### config.mk
export PLATFORM = sky130hd
export DESIGN_NAME = alu_arbiter_flat
export DESIGN_NICKNAME = d
export VERILOG_FILES = /design/src/rtl/alu_arbiter_if.sv /design/src/rtl/alu_arbiter.sv /design/src/flat_wrapper.sv
export SDC_FILE = /design/constraint.sdc
export NUM_CORES = 1
export LEC_CHECK = 0
export ABC_AREA = 1
export BUFFER_PORTS_ARGS = -buffer_cell sky130_fd_sc_hd__buf_2
export CORE_AREA = 2 2 107 109
export DETAILED_ROUTE_END_ITERATION = 10
export DIE_AREA = 0 0 109 111
export PLACE_DENSITY_LB_ADDON = 0.12
export SLEW_MARGIN = 25
export SYNTH_ARGS = -nofsm -noshare
export SYNTH_HDL_FRONTEND = slang
export SYNTH_SLANG_ARGS = --single-unit
### constraint.sdc
create_clock -name clk -period 2.85 [get_ports clk]
set_input_delay 0 -clock clk [delete_from_list [all_inputs] [get_ports clk]]
set_output_delay 0 -clock clk [all_outputs]
set_load 0.01 [all_outputs]
### src/rtl/alu_arbiter_if.sv
// Request, response and ALU-side signal bundle shared by alu_arbiter and its users.
// The slave modport is the arbiter's view; the master modport is the requester/ALU view.
interface alu_arbiter_if #(
  parameter int DATA_WIDTH = 32
);
  logic                  req0_valid;
  logic                  req0_ready;
  logic [DATA_WIDTH-1:0] req0_srca;
  logic [DATA_WIDTH-1:0] req0_srcb;
  logic [2:0]            req0_ctrl;
  logic                  req1_valid;
  logic                  req1_ready;
  logic [DATA_WIDTH-1:0] req1_srca;
  logic [DATA_WIDTH-1:0] req1_srcb;
  logic [2:0]            req1_ctrl;
  logic [DATA_WIDTH-1:0] alu_SrcA;
  logic [DATA_WIDTH-1:0] alu_SrcB;
  logic [2:0]            alu_ctrl;
  logic [DATA_WIDTH-1:0] alu_result;
  logic                  alu_zero;
  logic                  rsp0_valid;
  logic                  rsp0_ready;
  logic                  rsp1_valid;
  logic                  rsp1_ready;
  logic [DATA_WIDTH-1:0] rsp_result;
  logic                  rsp_zero;

  modport slave (
    input  req0_valid, req0_srca, req0_srcb, req0_ctrl,
    input  req1_valid, req1_srca, req1_srcb, req1_ctrl,
    output req0_ready, req1_ready,
    output alu_SrcA, alu_SrcB, alu_ctrl,
    input  alu_result, alu_zero,
    output rsp0_valid, rsp1_valid, rsp_result, rsp_zero,
    input  rsp0_ready, rsp1_ready
  );

  modport master (
    output req0_valid, req0_srca, req0_srcb, req0_ctrl,
    output req1_valid, req1_srca, req1_srcb, req1_ctrl,
    input  req0_ready, req1_ready,
    input  alu_SrcA, alu_SrcB, alu_ctrl,
    output alu_result, alu_zero,
    input  rsp0_valid, rsp1_valid, rsp_result, rsp_zero,
    output rsp0_ready, rsp1_ready
  );
endinterface

### src/rtl/alu_arbiter.sv
// Round-robin arbiter sharing one combinational ALU between two requesters, one op in flight.
// Optional perf counters (grant_cnt0/1, conflict_cnt) are built when ALU_ARB_PERF_EN is defined.
module alu_arbiter #(
  parameter int DATA_WIDTH = 32,
  parameter int CNT_WIDTH  = 16
) (
  input  logic           clk,
  input  logic           rst_n,
  alu_arbiter_if.slave   bus
`ifdef ALU_ARB_PERF_EN
  ,
  output logic [CNT_WIDTH-1:0] grant_cnt0,
  output logic [CNT_WIDTH-1:0] grant_cnt1,
  output logic [CNT_WIDTH-1:0] conflict_cnt
`endif
);

  typedef enum logic [1:0] {IDLE, EXEC, RESP} state_t;

  state_t                state_reg;
  state_t                state_next;
  logic                  last_grant_reg;
  logic                  tag_reg;
  logic [DATA_WIDTH-1:0] alu_srca_reg;
  logic [DATA_WIDTH-1:0] alu_srcb_reg;
  logic [2:0]            alu_ctrl_reg;
  logic [DATA_WIDTH-1:0] rsp_result_reg;
  logic                  rsp_zero_reg;
  logic [1:0]            rsp_valid_reg;

  logic [1:0]            req_valid;
  logic [1:0]            req_ready;
  logic [1:0]            rsp_ready;
  logic                  grant_idx;
  logic                  accept;
  logic                  rsp_done;
  logic [DATA_WIDTH-1:0] sel_srca;
  logic [DATA_WIDTH-1:0] sel_srcb;
  logic [2:0]            sel_ctrl;

  assign req_valid = {bus.req1_valid, bus.req0_valid};
  assign rsp_ready = {bus.rsp1_ready, bus.rsp0_ready};

  // On a tie the requester not served last wins; otherwise whoever is valid.
  always_comb begin
    grant_idx = 1'b0;
    if (&req_valid) grant_idx = ~last_grant_reg;
    else            grant_idx = ~req_valid[0];
  end

  assign sel_srca = grant_idx ? bus.req1_srca : bus.req0_srca;
  assign sel_srcb = grant_idx ? bus.req1_srcb : bus.req0_srcb;
  assign sel_ctrl = grant_idx ? bus.req1_ctrl : bus.req0_ctrl;

  always_ff @(posedge clk) begin
    if (!rst_n) state_reg <= IDLE;
    else        state_reg <= state_next;
  end

  always_comb begin
    state_next = state_reg;
    req_ready  = 2'b00;
    accept     = 1'b0;
    rsp_done   = 1'b0;
    case (state_reg)
      IDLE: begin
        if (|req_valid) begin
          req_ready[grant_idx] = 1'b1;
          accept               = 1'b1;
          state_next           = EXEC;
        end
      end
      EXEC: state_next = RESP;
      RESP: begin
        if (rsp_ready[tag_reg]) begin
          rsp_done   = 1'b1;
          state_next = IDLE;
        end
      end
      default: state_next = IDLE;
    endcase
  end

  always_ff @(posedge clk) begin
    if (!rst_n) begin
      last_grant_reg <= 1'b1;
      tag_reg        <= 1'b0;
      alu_srca_reg   <= '0;
      alu_srcb_reg   <= '0;
      alu_ctrl_reg   <= '0;
      rsp_result_reg <= '0;
      rsp_zero_reg   <= 1'b0;
      rsp_valid_reg  <= 2'b00;
    end else begin
      if (accept) begin
        alu_srca_reg   <= sel_srca;
        alu_srcb_reg   <= sel_srcb;
        alu_ctrl_reg   <= sel_ctrl;
        tag_reg        <= grant_idx;
        last_grant_reg <= grant_idx;
      end
      // The ALU has had a full cycle on the registered operands by the end of EXEC.
      if (state_reg == EXEC) begin
        rsp_result_reg         <= bus.alu_result;
        rsp_zero_reg           <= bus.alu_zero;
        rsp_valid_reg[tag_reg] <= 1'b1;
      end
      if (rsp_done) rsp_valid_reg <= 2'b00;
    end
  end

  assign bus.req0_ready = req_ready[0];
  assign bus.req1_ready = req_ready[1];
  assign bus.alu_SrcA   = alu_srca_reg;
  assign bus.alu_SrcB   = alu_srcb_reg;
  assign bus.alu_ctrl   = alu_ctrl_reg;
  assign bus.rsp0_valid = rsp_valid_reg[0];
  assign bus.rsp1_valid = rsp_valid_reg[1];
  assign bus.rsp_result = rsp_result_reg;
  assign bus.rsp_zero   = rsp_zero_reg;

`ifdef ALU_ARB_PERF_EN
  logic [CNT_WIDTH-1:0] grant_cnt_reg [2];
  logic [CNT_WIDTH-1:0] conflict_cnt_reg;

  // All counters stick at all-ones instead of wrapping.
  generate
    for (genvar gi = 0; gi < 2; gi++) begin : g_grant_cnt
      always_ff @(posedge clk) begin
        if (!rst_n)
          grant_cnt_reg[gi] <= '0;
        else if (accept && (grant_idx == 1'(gi)) && !(&grant_cnt_reg[gi]))
          grant_cnt_reg[gi] <= grant_cnt_reg[gi] + 1'b1;
      end
    end
  endgenerate

  always_ff @(posedge clk) begin
    if (!rst_n)
      conflict_cnt_reg <= '0;
    else if ((state_reg == IDLE) && (&req_valid) && !(&conflict_cnt_reg))
      conflict_cnt_reg <= conflict_cnt_reg + 1'b1;
  end

  assign grant_cnt0   = grant_cnt_reg[0];
  assign grant_cnt1   = grant_cnt_reg[1];
  assign conflict_cnt = conflict_cnt_reg;
`else
  wire [CNT_WIDTH-1:0] unused_cnt_width = '0;
`endif

endmodule
### src/flat_wrapper.sv
// flat-port wrapper written by rule: the top's interface ports become plain ports
module alu_arbiter_flat 
#(
  parameter int DATA_WIDTH = 32,
  parameter int CNT_WIDTH  = 16
)
  (clk, rst_n, bus_req0_valid, bus_req0_srca, bus_req0_srcb, bus_req0_ctrl, bus_req1_valid, bus_req1_srca, bus_req1_srcb, bus_req1_ctrl, bus_req0_ready, bus_req1_ready, bus_alu_SrcA, bus_alu_SrcB, bus_alu_ctrl, bus_alu_result, bus_alu_zero, bus_rsp0_valid, bus_rsp1_valid, bus_rsp_result, bus_rsp_zero, bus_rsp0_ready, bus_rsp1_ready);
  alu_arbiter_if #(.DATA_WIDTH(DATA_WIDTH)) bus_i ();
  input  logic clk;
  input  logic rst_n;
  input wire logic [$bits(bus_i.req0_valid)-1:0] bus_req0_valid;
  input wire logic [$bits(bus_i.req0_srca)-1:0] bus_req0_srca;
  input wire logic [$bits(bus_i.req0_srcb)-1:0] bus_req0_srcb;
  input wire logic [$bits(bus_i.req0_ctrl)-1:0] bus_req0_ctrl;
  input wire logic [$bits(bus_i.req1_valid)-1:0] bus_req1_valid;
  input wire logic [$bits(bus_i.req1_srca)-1:0] bus_req1_srca;
  input wire logic [$bits(bus_i.req1_srcb)-1:0] bus_req1_srcb;
  input wire logic [$bits(bus_i.req1_ctrl)-1:0] bus_req1_ctrl;
  output wire logic [$bits(bus_i.req0_ready)-1:0] bus_req0_ready;
  output wire logic [$bits(bus_i.req1_ready)-1:0] bus_req1_ready;
  output wire logic [$bits(bus_i.alu_SrcA)-1:0] bus_alu_SrcA;
  output wire logic [$bits(bus_i.alu_SrcB)-1:0] bus_alu_SrcB;
  output wire logic [$bits(bus_i.alu_ctrl)-1:0] bus_alu_ctrl;
  input wire logic [$bits(bus_i.alu_result)-1:0] bus_alu_result;
  input wire logic [$bits(bus_i.alu_zero)-1:0] bus_alu_zero;
  output wire logic [$bits(bus_i.rsp0_valid)-1:0] bus_rsp0_valid;
  output wire logic [$bits(bus_i.rsp1_valid)-1:0] bus_rsp1_valid;
  output wire logic [$bits(bus_i.rsp_result)-1:0] bus_rsp_result;
  output wire logic [$bits(bus_i.rsp_zero)-1:0] bus_rsp_zero;
  input wire logic [$bits(bus_i.rsp0_ready)-1:0] bus_rsp0_ready;
  input wire logic [$bits(bus_i.rsp1_ready)-1:0] bus_rsp1_ready;
  assign bus_i.req0_valid = bus_req0_valid;
  assign bus_i.req0_srca = bus_req0_srca;
  assign bus_i.req0_srcb = bus_req0_srcb;
  assign bus_i.req0_ctrl = bus_req0_ctrl;
  assign bus_i.req1_valid = bus_req1_valid;
  assign bus_i.req1_srca = bus_req1_srca;
  assign bus_i.req1_srcb = bus_req1_srcb;
  assign bus_i.req1_ctrl = bus_req1_ctrl;
  assign bus_req0_ready = bus_i.req0_ready;
  assign bus_req1_ready = bus_i.req1_ready;
  assign bus_alu_SrcA = bus_i.alu_SrcA;
  assign bus_alu_SrcB = bus_i.alu_SrcB;
  assign bus_alu_ctrl = bus_i.alu_ctrl;
  assign bus_i.alu_result = bus_alu_result;
  assign bus_i.alu_zero = bus_alu_zero;
  assign bus_rsp0_valid = bus_i.rsp0_valid;
  assign bus_rsp1_valid = bus_i.rsp1_valid;
  assign bus_rsp_result = bus_i.rsp_result;
  assign bus_rsp_zero = bus_i.rsp_zero;
  assign bus_i.rsp0_ready = bus_rsp0_ready;
  assign bus_i.rsp1_ready = bus_rsp1_ready;
  alu_arbiter #(.DATA_WIDTH(DATA_WIDTH), .CNT_WIDTH(CNT_WIDTH)) u_core (.clk(clk), .rst_n(rst_n), .bus(bus_i));
endmodule
# Yosys cells after proc, flatten, opt, wreduce, memory -nomap -nowiden

Index checks and enable logic that the tools add are counted.

Bitwise operators: 4
Equality and inequality tests: 4
Magnitude comparators: 4
Reduce and logical (&&, ||, !) cells: 7
Mux-type cells: 19

Operator list:

| operator                                                  | count |
|---|---|
| 2-to-1 mux 32 bit                                         | 2 |
| 2-to-1 mux 1 bit                                          | 9 |
| 2-to-1 mux 2 bit                                          | 4 |
| case mux 2 bit (3 select lines)                           | 1 |
| < comparator 1 x 2 -> 1 bit (second input constant)       | 2 |
| != test 2 x 1 -> 1 bit (second input constant)            | 2 |
| AND reduction 2 bit                                       | 2 |
| OR reduction 2 bit                                        | 2 |
| 2-to-1 mux 3 bit                                          | 1 |
| NOT 1 bit                                                 | 3 |
| demux 1 bit (select 1 bit)                                | 2 |
| == test 2 x 1 -> 1 bit (second input constant)            | 1 |
| == test 2 bit (second input constant)                     | 1 |
| greater-or-equal comparator 1 bit (second input constant) | 2 |
| logical AND 1 bit                                         | 2 |
| zero test 2 bit                                           | 1 |
| bitwise OR 2 bit                                          | 1 |

Word-level logic and storage cells: 47
Output and inout port bits: 104
Flip-flop bits (word level): 106
Bits of input ports: 173

# Longest topological paths before layout

Depth in word-level cells: 8
Gate-level depth with buffers: 8
Mapped depth without buffers: 6

# Worst setup path before layout

OpenSTA, ideal clock, no wires.

Path kind: register to register
Start point: register u_core.state_reg[1]
End point: register u_core.alu_srcb_reg[10], in the netlist u_core.bus.alu_SrcB[10]
Period minus slack after synthesis: 1.182 ns
Cell stages (with the launch flop): 9
Slack: 1.668 ns
Data required time: 2.741 ns
Setup time: 0.109 ns
Arrival time: 1.073 ns
Buffers on the path: 2
Cells stage by stage: dfxtp_1 nor2_1 buf_2 o21ai_2 buf_2 nand2_1 nand3_1 nand2_1 inv_1

Word-level cells in the longest chain between the ends: 2

Ends and longest elaborated chain:

| item                   | RTL line          | text |
|---|---|---|
| start, declared        | alu_arbiter.sv:20 | `state_t state_reg;` |
| start signal, assigned | alu_arbiter.sv:57 | `else state_reg <= state_next;` |
| zero test 2 bit        | alu_arbiter.sv:65 | `case (state_reg)` |
| 2-to-1 mux 1 bit       | alu_arbiter.sv:65 |  |
| end signal, assigned   | alu_arbiter.sv:97 | `alu_srcb_reg <= sel_srcb;` |
| end, declared          | alu_arbiter.sv:25 | `logic [DATA_WIDTH-1:0] alu_srcb_reg;` |

Every way passes these cells.
A chain may end at the register's enable or synchronous reset.

# Final worst setup path

Start point: register u_core.last_grant_reg
End point: register u_core.alu_srca_reg[13], in the netlist u_core.bus.alu_SrcA[13]

Word-level cells in the longest chain between the ends: 3

Ends and longest elaborated chain:

| item                   | RTL line           | text |
|---|---|---|
| start, declared        | alu_arbiter.sv:22  | `logic last_grant_reg;` |
| start signal, assigned | alu_arbiter.sv:100 | `last_grant_reg <= grant_idx;` |
| NOT 1 bit              | alu_arbiter.sv:47  | `if (&req_valid) grant_idx = ~last_grant_reg;` |
| 2-to-1 mux 1 bit       | alu_arbiter.sv:47  |  |
| 2-to-1 mux 32 bit      | alu_arbiter.sv:51  | `assign sel_srca = grant_idx ? bus.req1_srca : bus.req0_srca;` |
| end signal, assigned   | alu_arbiter.sv:96  | `alu_srca_reg <= sel_srca;` |
| end, declared          | alu_arbiter.sv:24  | `logic [DATA_WIDTH-1:0] alu_srca_reg;` |

Every way passes these cells.

==> impl_metrics.yaml <==
route:
  postRouteAntennaNets: 0
  drc: 0
  vias: 6041
  routed_wl_mm: 16.7
  drtIter0Drc: 367
  wire_per_inst_um: 14.0
  drtPass1Iterations: 5
  vias_per_cell: 5.09
timing:
  rsz0062_at_grt: "false"
  fmax_mhz: 447
  whs_ns: 0.00392
  setup_tns_ns: 0
  hold_viol_final: 0
  slew-limit-headroom: 0.345
  slew_viol_final: 0
  worstMarginPinSlew_ns: 0.982
  setup_violations: 0
  post-route-period-util: 0.785
  layout_setup_ws_ns: 0.614
  fin_worst_skew_ns: 0.00607
  post-route-min-period_ns: 2.24
yosys:
  synth_nets: 874
  synth.most_common_cell: "nand2_1"
  yosys-top-cells-count: "nand2_1, nand3_1, dfxtp_1"
  synth_top_area_frac: 0.438
  yosysTopAreaCell: "dfxtp_1"
  async_flop_share: 0
  synthesis.instances: 701
  ys_ff_latch: 106
  yosysSeqAreaShare: 0.438
  synthesis.area_um2: 4840
  synth_warnings: 0
  synth.area.top_cells: "dfxtp_1, nand3_1, nand2_1, nand4_1, inv_1"
  synth_area_per_cell_um2: 6.91
  synth-edff-count: 0
  ys.flop_type: "dfxtp_1"
  synth_cell_types: 18
critical_path:
  worstSetupEndpointType: "flop"
  cp_max_fo: 27
  reg2reg_depth: 7
  reg2reg_slack_ns: 0.61
  required_ns: 3.14
  cp.arrival_ns: 2.53
  critPathLaunchType: "flop"
  worstSetupPathType: "reg2reg"
die:
  rows: 39
  die_area_um2: 12100
  core-area_um2: 11100
  io_pins: 277
  die-width_um: 109
  initial_core_util: 0.437
  fp.dieH_um: 111
pwr:
  peakVddDrop_mv: 0.314
  total_leakage_power_nw: 4.20
  power_density_nw_per_um2: 533
  finalPower_mw: 4.03
place:
  place_inst: 1068
  place_ws_ns: 1.09
  portBuffers: 276
  dp_hpwl_mm: 10.3
  gp_congestion: 0.827
  placed_cell_area_um2: 6230
grt:
  grt_max_degree: 137
  grt_pass1_vias: 5710
  grt_pass1_wl_mm: 26.2
  grt_use_total: 0.267
  overflow: 0
  antenna_found_initial: 0
cells_and_area:
  multiInputGateArea_um2: 2140
  finalNonFillerCells: 1188
  final_util: 0.682
  fin_nets: 1213
  num-fill-cells: 954
  seq_area_um2: 2120
  synthToLayoutAreaGrowth_pct: 56.1
  finish.instance_area_um2: 7560
  drive_above_1_share: 0.292
  antenna_cells: 0
worst_hold_path:
  holdCritPathClass: "in2reg"
  whs_path_depth: 5
run_status:
  status: "completed"
cts:
  cts_tree: "yes"
  clkSinkCount: 106
  clk_latency_ns: 0.34
  clk_pin_slew_ns: 0.08
  root_buffer: "clkbuf_16"
  cts_buffer_depth: 2
  ctsHtreeMaxLevel: 3
  cts_buffers: 9
run:
  drv_cap: 0
-- path summary, 6_finish.rpt --
| check | start | end |
|---|---|---|
| setup / recovery | u_core.last_grant_reg | u_core.bus.alu_SrcA[13] |
| hold / removal | bus_req1_srca[6] | u_core.bus.alu_SrcA[6] |
| setup reg to reg | u_core.last_grant_reg | u_core.bus.alu_SrcA[13] |
| hold reg to reg | u_core.bus.rsp_result[6] | u_core.bus.rsp_result[6] |
-- worst max-delay path, cell delays in order (launching register included) --
cell and delay, ns:
dfxtp_1 0.36, a21oi_4 0.62, buf_4 0.31, nand3_1 0.10
nand3_1 0.11, dlygate4sd3_1 0.56, nand2_1 0.05, inv_1 0.07
-- kinds of logic (layout without fill, tap and decap cells) --
| kind of cell | count (synthesis) | in the layout | synth area share |
|---|---|---|---|
| compound gates | 41 | 41 | 0.0450 |
| buf+inv | 139 | 483 | 0.125 |
| flops | 106 | 106 | 0.438 |
| simple gates | 415 | 415 | 0.392 |
-- cells in the final DEF (no fill, tap or decap) --
cell           count
inv_6              2
nand4_1           67
inv_1             77
o21bai_1           2
nor2_4             1
nand2_1          140
clkbuf_1           1
clkbuf_16          9
inv_8              2
nand2_2            1
inv_2              1
buf_12             4
buf_2            276
dfxtp_1          106
a21oi_1            3
buf_4              5
and3_1             1
nor2_1            69
clkinvlp_4         1
o21ai_4            1
a21oi_4            1
dlygate4sd3_1    104
o21ai_0           34
clkinv_4           1
nand3_1          136
-- power breakdown --
part	internal, mW	switching (mW)	leakage (nW)	total [mW]
clock network	0.614	0.586	0.138	1.20
registers	1.63	0.0809	0.873	1.71
logic	0.507	0.608	3.19	1.12
total	2.75	1.27	4.20	4.03
-- routing by layer --
metal / GRT usage / routed length (um) / vias to the layer above
li1: - / - / 2968
met5: 0 / 0 / -
met4: 0.136 / 741 / 0
met3: 0.0600 / 1280 / 60
met2: 0.470 / 8200 / 293
met1: 0.295 / 6440 / 2720
-- timing repair --
| action | CTS | global route |
|---|---|---|
| hold buffers | 104 | 0 |
| setup buffers | 0 | 0 |
| endpoints found under the hold margin | 86 | 0 |
| setup endpoints to repair | 0 | 0 |
| gates resized for setup | 0 | 0 |
-- layout make-up --
class / count / share of cell area
Clock buffer: 10 / 0.0303
Clock inverter: 6 / 0.00745
Inverter: 78 / 0.0387
Multi-Input combinational cell: 456 / 0.283
Sequential cell: 106 / 0.281
Tap cell: 143 / 0.0237
Timing Repair Buffer: 389 / 0.336
Power figures use the tool's default switching activity.
